## src/rtl/smg_scan_decoder.sv

```systemverilog
// smg_scan_decoder: recovers a two-digit BCD value from a multiplexed 7-segment scan (optional idle watchdog via SMG_TIMEOUT_EN)
module smg_scan_decoder #(
    parameter int STABLE_CNT     = 4,
    parameter int TIMEOUT_CYCLES = 100000
) (
    input  logic       CLK,
    input  logic       RST,
    input  logic [7:0] Row_Scan_Sig,
    input  logic [1:0] Column_Scan_Sig,
    output logic [3:0] Ten_Digit,
    output logic [3:0] One_Digit,
    output logic       Data_Valid,
    output logic       Decode_Err,
    output logic       Scan_Lost
);
    typedef enum logic [1:0] {HUNT, TEN, ONE} state_t;
    state_t      r_state, w_next;
    logic [1:0]  r_col_s1, r_col_s2, r_col_p;
    logic [7:0]  r_seg_s1, r_seg_s2;
    logic [6:0]  r_seg_p;
    logic [7:0]  r_cnt;
    logic        r_seen;
    logic [3:0]  r_shadow, r_ten, r_one;
    logic        r_dv, r_err;
    logic [1:0]  w_col;
    logic [6:0]  w_seg;
    logic        w_unused_dp;
    logic        w_same, w_chg, w_stable, w_bad_col, w_to;
    logic        w_ok;
    logic [3:0]  w_dig;
    logic        w_acc_ten, w_acc_one, w_dv, w_err, w_counting;

    assign w_col       = r_col_s2;
    assign w_seg       = r_seg_s2[6:0];
    assign w_unused_dp = r_seg_s2[7];
    assign w_same      = (w_col == r_col_p) && (w_seg == r_seg_p);
    assign w_chg       = w_col != r_col_p;
    assign w_stable    = r_cnt == 8'(STABLE_CNT);
    assign w_bad_col   = w_col == 2'b00;

    // segment pattern to BCD, DP ignored; unknown patterns flag !w_ok
    always_comb begin
        w_ok  = 1'b1;
        w_dig = 4'd0;
        case (w_seg)
            7'h40: w_dig = 4'd0;
            7'h79: w_dig = 4'd1;
            7'h24: w_dig = 4'd2;
            7'h30: w_dig = 4'd3;
            7'h19: w_dig = 4'd4;
            7'h12: w_dig = 4'd5;
            7'h02: w_dig = 4'd6;
            7'h78: w_dig = 4'd7;
            7'h00: w_dig = 4'd8;
            7'h10: w_dig = 4'd9;
            default: w_ok = 1'b0;
        endcase
    end

`ifdef SMG_TIMEOUT_EN
    logic [19:0] r_idle;
    logic        r_lost;
    assign w_to      = r_idle == 20'(TIMEOUT_CYCLES);
    assign Scan_Lost = r_lost;
    // idle watchdog: restarts on every column change, latches Scan_Lost when it saturates
    always_ff @(posedge CLK) begin
        if (RST) begin
            r_idle <= '0;
            r_lost <= 1'b0;
        end else begin
            r_idle <= w_chg ? 20'd0 : (w_to ? r_idle : r_idle + 20'd1);
            r_lost <= w_chg ? 1'b0 : (w_to ? 1'b1 : r_lost);
        end
    end
`else
    assign w_to      = 1'b0;
    assign Scan_Lost = 1'b0;
`endif

    // two-flop input synchroniser plus the previous sample used for stability
    always_ff @(posedge CLK) begin
        if (RST) begin
            r_col_s1 <= 2'b11;
            r_col_s2 <= 2'b11;
            r_col_p  <= 2'b11;
            r_seg_s1 <= 8'hFF;
            r_seg_s2 <= 8'hFF;
            r_seg_p  <= 7'h7F;
        end else begin
            r_col_s1 <= Column_Scan_Sig;
            r_col_s2 <= r_col_s1;
            r_col_p  <= w_col;
            r_seg_s1 <= Row_Scan_Sig;
            r_seg_s2 <= r_seg_s1;
            r_seg_p  <= w_seg;
        end
    end

    // state register
    always_ff @(posedge CLK) begin
        if (RST)
            r_state <= HUNT;
        else
            r_state <= w_next;
    end

    // next state: illegal column or watchdog always wins, then per-state progress
    always_comb begin
        w_next = r_state;
        if (w_bad_col || w_to)
            w_next = HUNT;
        else
            case (r_state)
                HUNT:    w_next = (w_col == 2'b01) ? TEN : HUNT;
                TEN:     w_next = (w_col != 2'b01) ? HUNT : (w_acc_ten ? (w_ok ? ONE : HUNT) : TEN);
                ONE:     w_next = w_acc_one ? HUNT : ((w_col == 2'b01 && r_seen) ? TEN : ONE);
                default: w_next = HUNT;
            endcase
    end

    // outputs of the FSM: digit acceptance, frame-valid and error pulses
    always_comb begin
        w_acc_ten  = (r_state == TEN) && (w_col == 2'b01) && w_stable && !w_to;
        w_acc_one  = (r_state == ONE) && (w_col == 2'b10) && w_stable && !w_to;
        w_dv       = w_acc_one && w_ok;
        w_err      = (w_bad_col && w_chg) || ((w_acc_ten || w_acc_one) && !w_ok);
        w_counting = ((r_state == TEN) && (w_col == 2'b01)) || ((r_state == ONE) && (w_col == 2'b10));
    end

    // stability counter, one-column-seen flag, shadow and result registers
    always_ff @(posedge CLK) begin
        if (RST) begin
            r_cnt    <= '0;
            r_seen   <= 1'b0;
            r_shadow <= '0;
            r_ten    <= '0;
            r_one    <= '0;
            r_dv     <= 1'b0;
            r_err    <= 1'b0;
        end else begin
            r_cnt    <= (w_next != r_state) ? 8'd0 :
                        (w_counting ? (w_same ? ((r_cnt == 8'hFF) ? r_cnt : r_cnt + 8'd1) : 8'd1) : r_cnt);
            r_seen   <= (w_next != r_state) ? 1'b0 : (r_seen || (r_state == ONE && w_col == 2'b10));
            r_shadow <= (w_acc_ten && w_ok) ? w_dig : r_shadow;
            r_ten    <= w_dv ? r_shadow : r_ten;
            r_one    <= w_dv ? w_dig : r_one;
            r_dv     <= w_dv;
            r_err    <= w_err;
        end
    end

    assign Ten_Digit  = r_ten;
    assign One_Digit  = r_one;
    assign Data_Valid = r_dv;
    assign Decode_Err = r_err;
endmodule

```

## config.mk

```make
export PLATFORM = sky130hd
export DESIGN_NAME = smg_scan_decoder
export DESIGN_NICKNAME = d
export VERILOG_FILES = /design/src/rtl/smg_scan_decoder.sv
export SDC_FILE = /design/constraint.sdc
export NUM_CORES = 1
export LEC_CHECK = 0
export ABC_CLOCK_PERIOD_IN_PS = 1900
export BUFFER_PORTS_ARGS = -buffer_cell sky130_fd_sc_hd__buf_2
export CORE_MARGIN = 3
export CORE_UTILIZATION = 52
export DETAILED_ROUTE_END_ITERATION = 8
export GPL_TIMING_DRIVEN = 0
export PLACE_DENSITY = 0.81
export SYNTH_ARGS = -nofsm -noshare
export SYNTH_HDL_FRONTEND = slang
export SYNTH_SLANG_ARGS = --single-unit
export TNS_END_PERCENT = 1
```

## constraint.sdc

```tcl
create_clock -name CLK -period 1.9 [get_ports CLK]
set_input_delay 0.38 -clock CLK [delete_from_list [all_inputs] [get_ports CLK]]
set_output_delay 0.38 -clock CLK [all_outputs]
set_load 0.01 [all_outputs]
```

# ---- Word-level counts from Yosys, hierarchy flattened
# Index checks and enable logic that the tools add are counted.
dict set report totals {
  register_bits 52
  input_bits 12
  output_inout_bits 11
  wordCells 69
}
dict set report op_classes {
  n_addsub 1
  muxes 12
  n_eq_ne 21
  n_reduce_logical 21
}
# op count
set op_table {}
lappend op_table {{one-hot mux 4 bit (9 select lines)} 1}
lappend op_table {{== test 7 x 5 -> 1 bit (second input constant)} 3}
lappend op_table {{== test 7 bit (second input constant)} 3}
lappend op_table {{2-to-1 mux 8 bit} 2}
lappend op_table {{== test 7 x 6 -> 1 bit (second input constant)} 2}
lappend op_table {{2-to-1 mux 2 bit} 6}
lappend op_table {{logical AND 1 bit} 10}
lappend op_table {{OR reduction 10 bit} 1}
lappend op_table {{adder 8 x 1 -> 8 bit (second input constant)} 1}
lappend op_table {{== test 8 x 3 -> 1 bit (second input constant)} 1}
lappend op_table {{== test 8 bit (second input constant)} 1}
lappend op_table {{== test 7 x 2 -> 1 bit (second input constant)} 1}
lappend op_table {{== test 7 bit} 1}
lappend op_table {{zero test 7 bit} 1}
lappend op_table {{one-hot mux 2 bit (3 select lines)} 1}
lappend op_table {{== test 2 x 1 -> 1 bit (second input constant)} 2}
lappend op_table {{== test 2 bit (second input constant)} 2}
lappend op_table {{zero test 2 bit} 2}
lappend op_table {{logical OR 1 bit} 4}
lappend op_table {{inequality test 2 bit} 2}
lappend op_table {{== test 2 bit} 1}
lappend op_table {{2-to-1 mux 1 bit} 2}
lappend op_table {{inequality test 2 x 1 -> 1 bit (second input constant)} 1}
lappend op_table {{inequality test 2 bit (second input constant)} 1}
lappend op_table {{3 further kinds} 3}

# ---- Logic depth before layout (Yosys ltp)
dict set report depth {
  depth_word 10
  mapped_depth 8
}

# ---- Worst setup path before layout
# No wires, ideal clock.
dict set report synth_path {
  path_kind {reg2reg}
  from {register r_cnt[0]}
  to {register r_one[3] (netlist: One_Digit[3])}
  arrival_time_ns 1.667
  path_stages_with_launch 9
  synth_period_minus_slack_ns 1.795
  slack_ns 0.105
  setup_time_ns 0.128
  cell_sequence {dfxtp_1 inv_1 ha_1 nor4b_1 and3_1 o21a_1 buf_4 mux2i_1 nor2_1}
}
dict set report synth_via {
  elab_chain_len 3
}
# element line_no
set synth_lines {}
lappend synth_lines {{start: declaration} 21} ;# logic [7:0] r_cnt;
lappend synth_lines {{start signal: assignment} 141} ;# r_cnt <= (w_next != r_state) ? 8'd0 :
lappend synth_lines {{== test 8 x 3 -> 1 bit} 38} ;# assign w_stable = r_cnt == 8'(STABLE_CNT);
lappend synth_lines {{logical AND 1 bit} 124} ;# w_acc_one = (r_state == ONE) && (w_col == 2'b10) && w_stable && !w_to;
lappend synth_lines {{logical AND 1 bit} 125} ;# w_dv = w_acc_one && w_ok;
lappend synth_lines {{end signal: assignment} 146} ;# r_one <= w_dv ? w_dig : r_one;
lappend synth_lines {{end: declaration} 23} ;# logic [3:0] r_shadow, r_ten, r_one;
# No other way between the ends.
# A chain may end at the register's enable or synchronous reset.

# ---- Worst setup path in the final report
dict set report layout_path {
  from {register r_seg_s2[1]}
  to {register r_cnt[1]}
}
dict set report layout_via {
  elab_chain_len 10
  elab_cells_between_ends 24
  cone_classes {eq/ne (12); mux (7); reduce/logical (5)}
}
# element line_no
set layout_lines {}
lappend layout_lines {{start: declaration} 19} ;# logic [7:0] r_seg_s1, r_seg_s2;
lappend layout_lines {{start signal: assignment} 94} ;# r_seg_s2 <= r_seg_s1;
lappend layout_lines {{== test 7 x 5 -> 1 bit, or another cell as far along} 45} ;# case (w_seg)
lappend layout_lines {{OR reduction 10 bit (no source line)} -}
lappend layout_lines {{2-to-1 mux 1 bit} 45}
lappend layout_lines {{2-to-1 mux 2 bit (3 in series)} 115} ;# TEN: w_next = (w_col != 2'b01) ? HUNT : (w_acc_ten ? (w_ok ? ONE : HUNT) : TEN);
lappend layout_lines {{one-hot mux 2 bit (3 select lines)} 113} ;# case (r_state)
lappend layout_lines {{2-to-1 mux 2 bit} 110} ;# if (w_bad_col || w_to)
lappend layout_lines {{inequality test 2 bit} 141}
lappend layout_lines {{OR reduction 2 bit (no source line)} -}
# Parallel ways exist; a longest one is shown, timed or not.

==> impl_metrics.yaml <==
clock_tree:
  cts_setup_buffers: 0
  cts_tree: "built"
  cts_max_level: 2
  clockRootBuffer: "clkbuf_8"
  clk_latency_ps: 310
  clock_sink_count: 52
  cts_inserted_buffers: 5
  ctsLongestPathBuffers: 2
  holdBufCountCts: 0
  clk_pin_slew_ps: 90
logic_synthesis:
  synth.most_common_cell: "dfxtp_1"
  synth_warnings: 0
  ys_types: 46
  synth_flop_cell: "dfxtp_1"
  ys_top_cells_by_count: "52 x dfxtp_1, 28 x or2_2, 27 x nor2_1, 14 x xnor2_1, 10 x nand2_1"
  ys_ff_latch: 52
  async_reset_ff_frac: 0
  postSynthCellCount: 230
  synth_edf_count: 0
  synth_area_leaders: "dfxtp_1 48%, or2_2 8.0%, xnor2_1 5.6%"
  synth_top_area_share: 0.478
  synth_top_area_cell: "dfxtp_1"
  synth_seq_area_share: 0.478
  syn_nets: 244
  synth_area_mm2: 0.00218
  avgSynthCellArea_um2: 9.47
placed_design:
  dpl.cell_count: 298
  hpwl_mm: 2.81
  gp_congestion: 0.864
  port_buffers: 20
outcome:
  status: "completed"
routing:
  avgViaCountPerCell: 5.48
  drt_iter0_drc: 79
  wl_mm: 4.01
  wire_per_inst_um: 13.2
  num_vias: 1672
  drc: 0
  postRouteAntennaNets: 0
  dr.pass1.iters: 4
power_and_ir_drop:
  p_sw_uw: 437
  swShare: 0.234
  p_total_uw: 1870
  intPower_uw: 1430
  leakagePower_uw: 0.000979
  p_per_area_mw_per_mm2: 744
  p_clk_frac: 0.332
  p_seq_frac: 0.601
  p_comb_frac: 0.067
  vdd_ir_drop_max_v: 0.000585
global_route:
  grt_pass1_vias: 1532
  track_usage: 0.169
  overflow: 0
  grt_max_degree: 17
  grt_pass1_wl_mm: 6.84
  antenna_found_initial: 0
critical_path:
  start_kind: "flop"
  reg2reg_depth: 7
  reg2reg_setup_slack_ps: 90
  crit_required_ps: 2130
  cp_max_fo: 10
  crit_path_end_kind: "flop"
  path_class: "flop to flop"
  worstPathArrival_ps: 2050
sta:
  drv_slew: 0
  fin_skew_ps: 8.42
  min_period_ps: 1810
  fmax_mhz: 551
  finalSetupViolations: 0
  hold_viol_final: 0
  finalCritPeriodShare: 0.955
  fin_setup_tns_ps: 0
min_path:
  hold_path_class: "input pin to flop"
  min_path_cells: 2
layout:
  n_antenna_cell: 0
  fin_cells: 305
  final_layout_size_suffix_gt1_frac: 0.339
  area.growth.synth_to_final_pct: 15.4
  nNetsFinal: 270
flow_run:
  max_cap_viol_count: 0
die:
  initial_core_util: 0.565
  die_area_mm2: 0.00500
  io_pins: 23
  fp.dieH_um: 70.7
  rows: 22
  die_x_um: 70.7
  coreArea_mm2: 0.00385
worst max-delay path: stages (launching register included):
cell and delay, ps:
dfxtp_1 320, buf_4 160, and4b_2 270, nand4b_1 110, nand3_2 150, o21ai_4 320
nand3b_1 240, a21oi_1 170
flip-flops by register name (all words and copies together), names as in the netlist:
signal	flops
r_shadow	4
r_col_s2	2
One_Digit	4
r_seen	1
r_seg_p	7
Data_Valid	1
r_state	2
Decode_Err	1
r_seg_s2	7
r_col_s1	2
r_seg_s1	7
Ten_Digit	4
r_col_p	2
r_cnt	8
final timing paths:
path | endpoint | from
setup reg to reg | r_cnt[1]$_SDFFE_PP0P_ | r_seg_s2[1]$_SDFF_PP1_
setup / recovery | r_cnt[1]$_SDFFE_PP0P_ | r_seg_s2[1]$_SDFF_PP1_
hold reg to reg | r_col_s2[1]$_SDFF_PP1_ | r_col_s1[1]$_SDFF_PP1_
hold / removal | r_seg_s1[3]$_SDFF_PP1_ | Row_Scan_Sig[3]
power groups by stage:
stage / clock network [µW] / registers (µW) / logic [µW]
global placement: 0 / 1150 / 109
finish: 621 / 1120 / 125
global route: 679 / 1130 / 138
floorplan: 0 / 1140 / 82.6
detailed placement: 0 / 1150 / 112
CTS: 634 / 1120 / 116
cell type report:
type	instances	area, µm²
buffer	12	62.6
clock buffer	6	72.6
clock inverter	2	13.8
fill	312	1340
inverter	5	18.8
multi-input combinational	160	1140
sequential	52	1040
tap	48	60.1
timing repair buffer	20	100
layout by cell type (no fill, tap or decap), types with 3 or more instances in the layout:
cell,count
and4bb_2,3
nand2b_1,3
clkbuf_1,5
a21oi_1,7
nand4b_1,3
xnor2_1,14
nor2_1,27
buf_2,25
nand3_1,6
nand4_1,3
nand3_2,3
clkbuf_8,5
inv_1,4
mux2i_1,9
dfxtp_1,50
buf_4,3
or2_2,28
nor3b_1,3
nand2_1,10
a22oi_1,4
stage by stage:
step	cell area [µm²]	hold slack [ps]	utilization	setup WS (ps)
after global placement	2340	391	0.606	-127
after detailed placement	2340	393	0.606	-157
after floorplan	2180	389	-	105
final	2510	248	0.652	85.9
after global routing	2510	231	0.652	-26.9
after CTS	2450	240	0.636	8.58
timing repair:
item	4_1_cts	5_1_grt
setup endpoints to repair	18	18
endpoints found under the hold margin	0	0
pin swaps	0	4
gates resized for setup	6	14
cell families (layout without fill, tap and decap cells):
group / count (synthesis) / in the layout / synth area share
and+or+nand+nor: 110 / 110 / 0.296
DFF: 52 / 52 / 0.478
AOI/OAI and AO/OA: 23 / 23 / 0.0718
buffers and inverters: 18 / 45 / 0.0391
xor gates and xnor gates: 15 / 15 / 0.0603
muxes: 9 / 9 / 0.0414
adders and majority gates: 2 / 2 / 0.0115
other: 1 / 1 / 0.00172
layer usage:
metal	GRT usage	routed length, µm
met5	0	0
met4	0.0501	44
met3	0.0540	169
met2	0.274	1990
met1	0.216	1810
(Power assumes the default switching activity.)
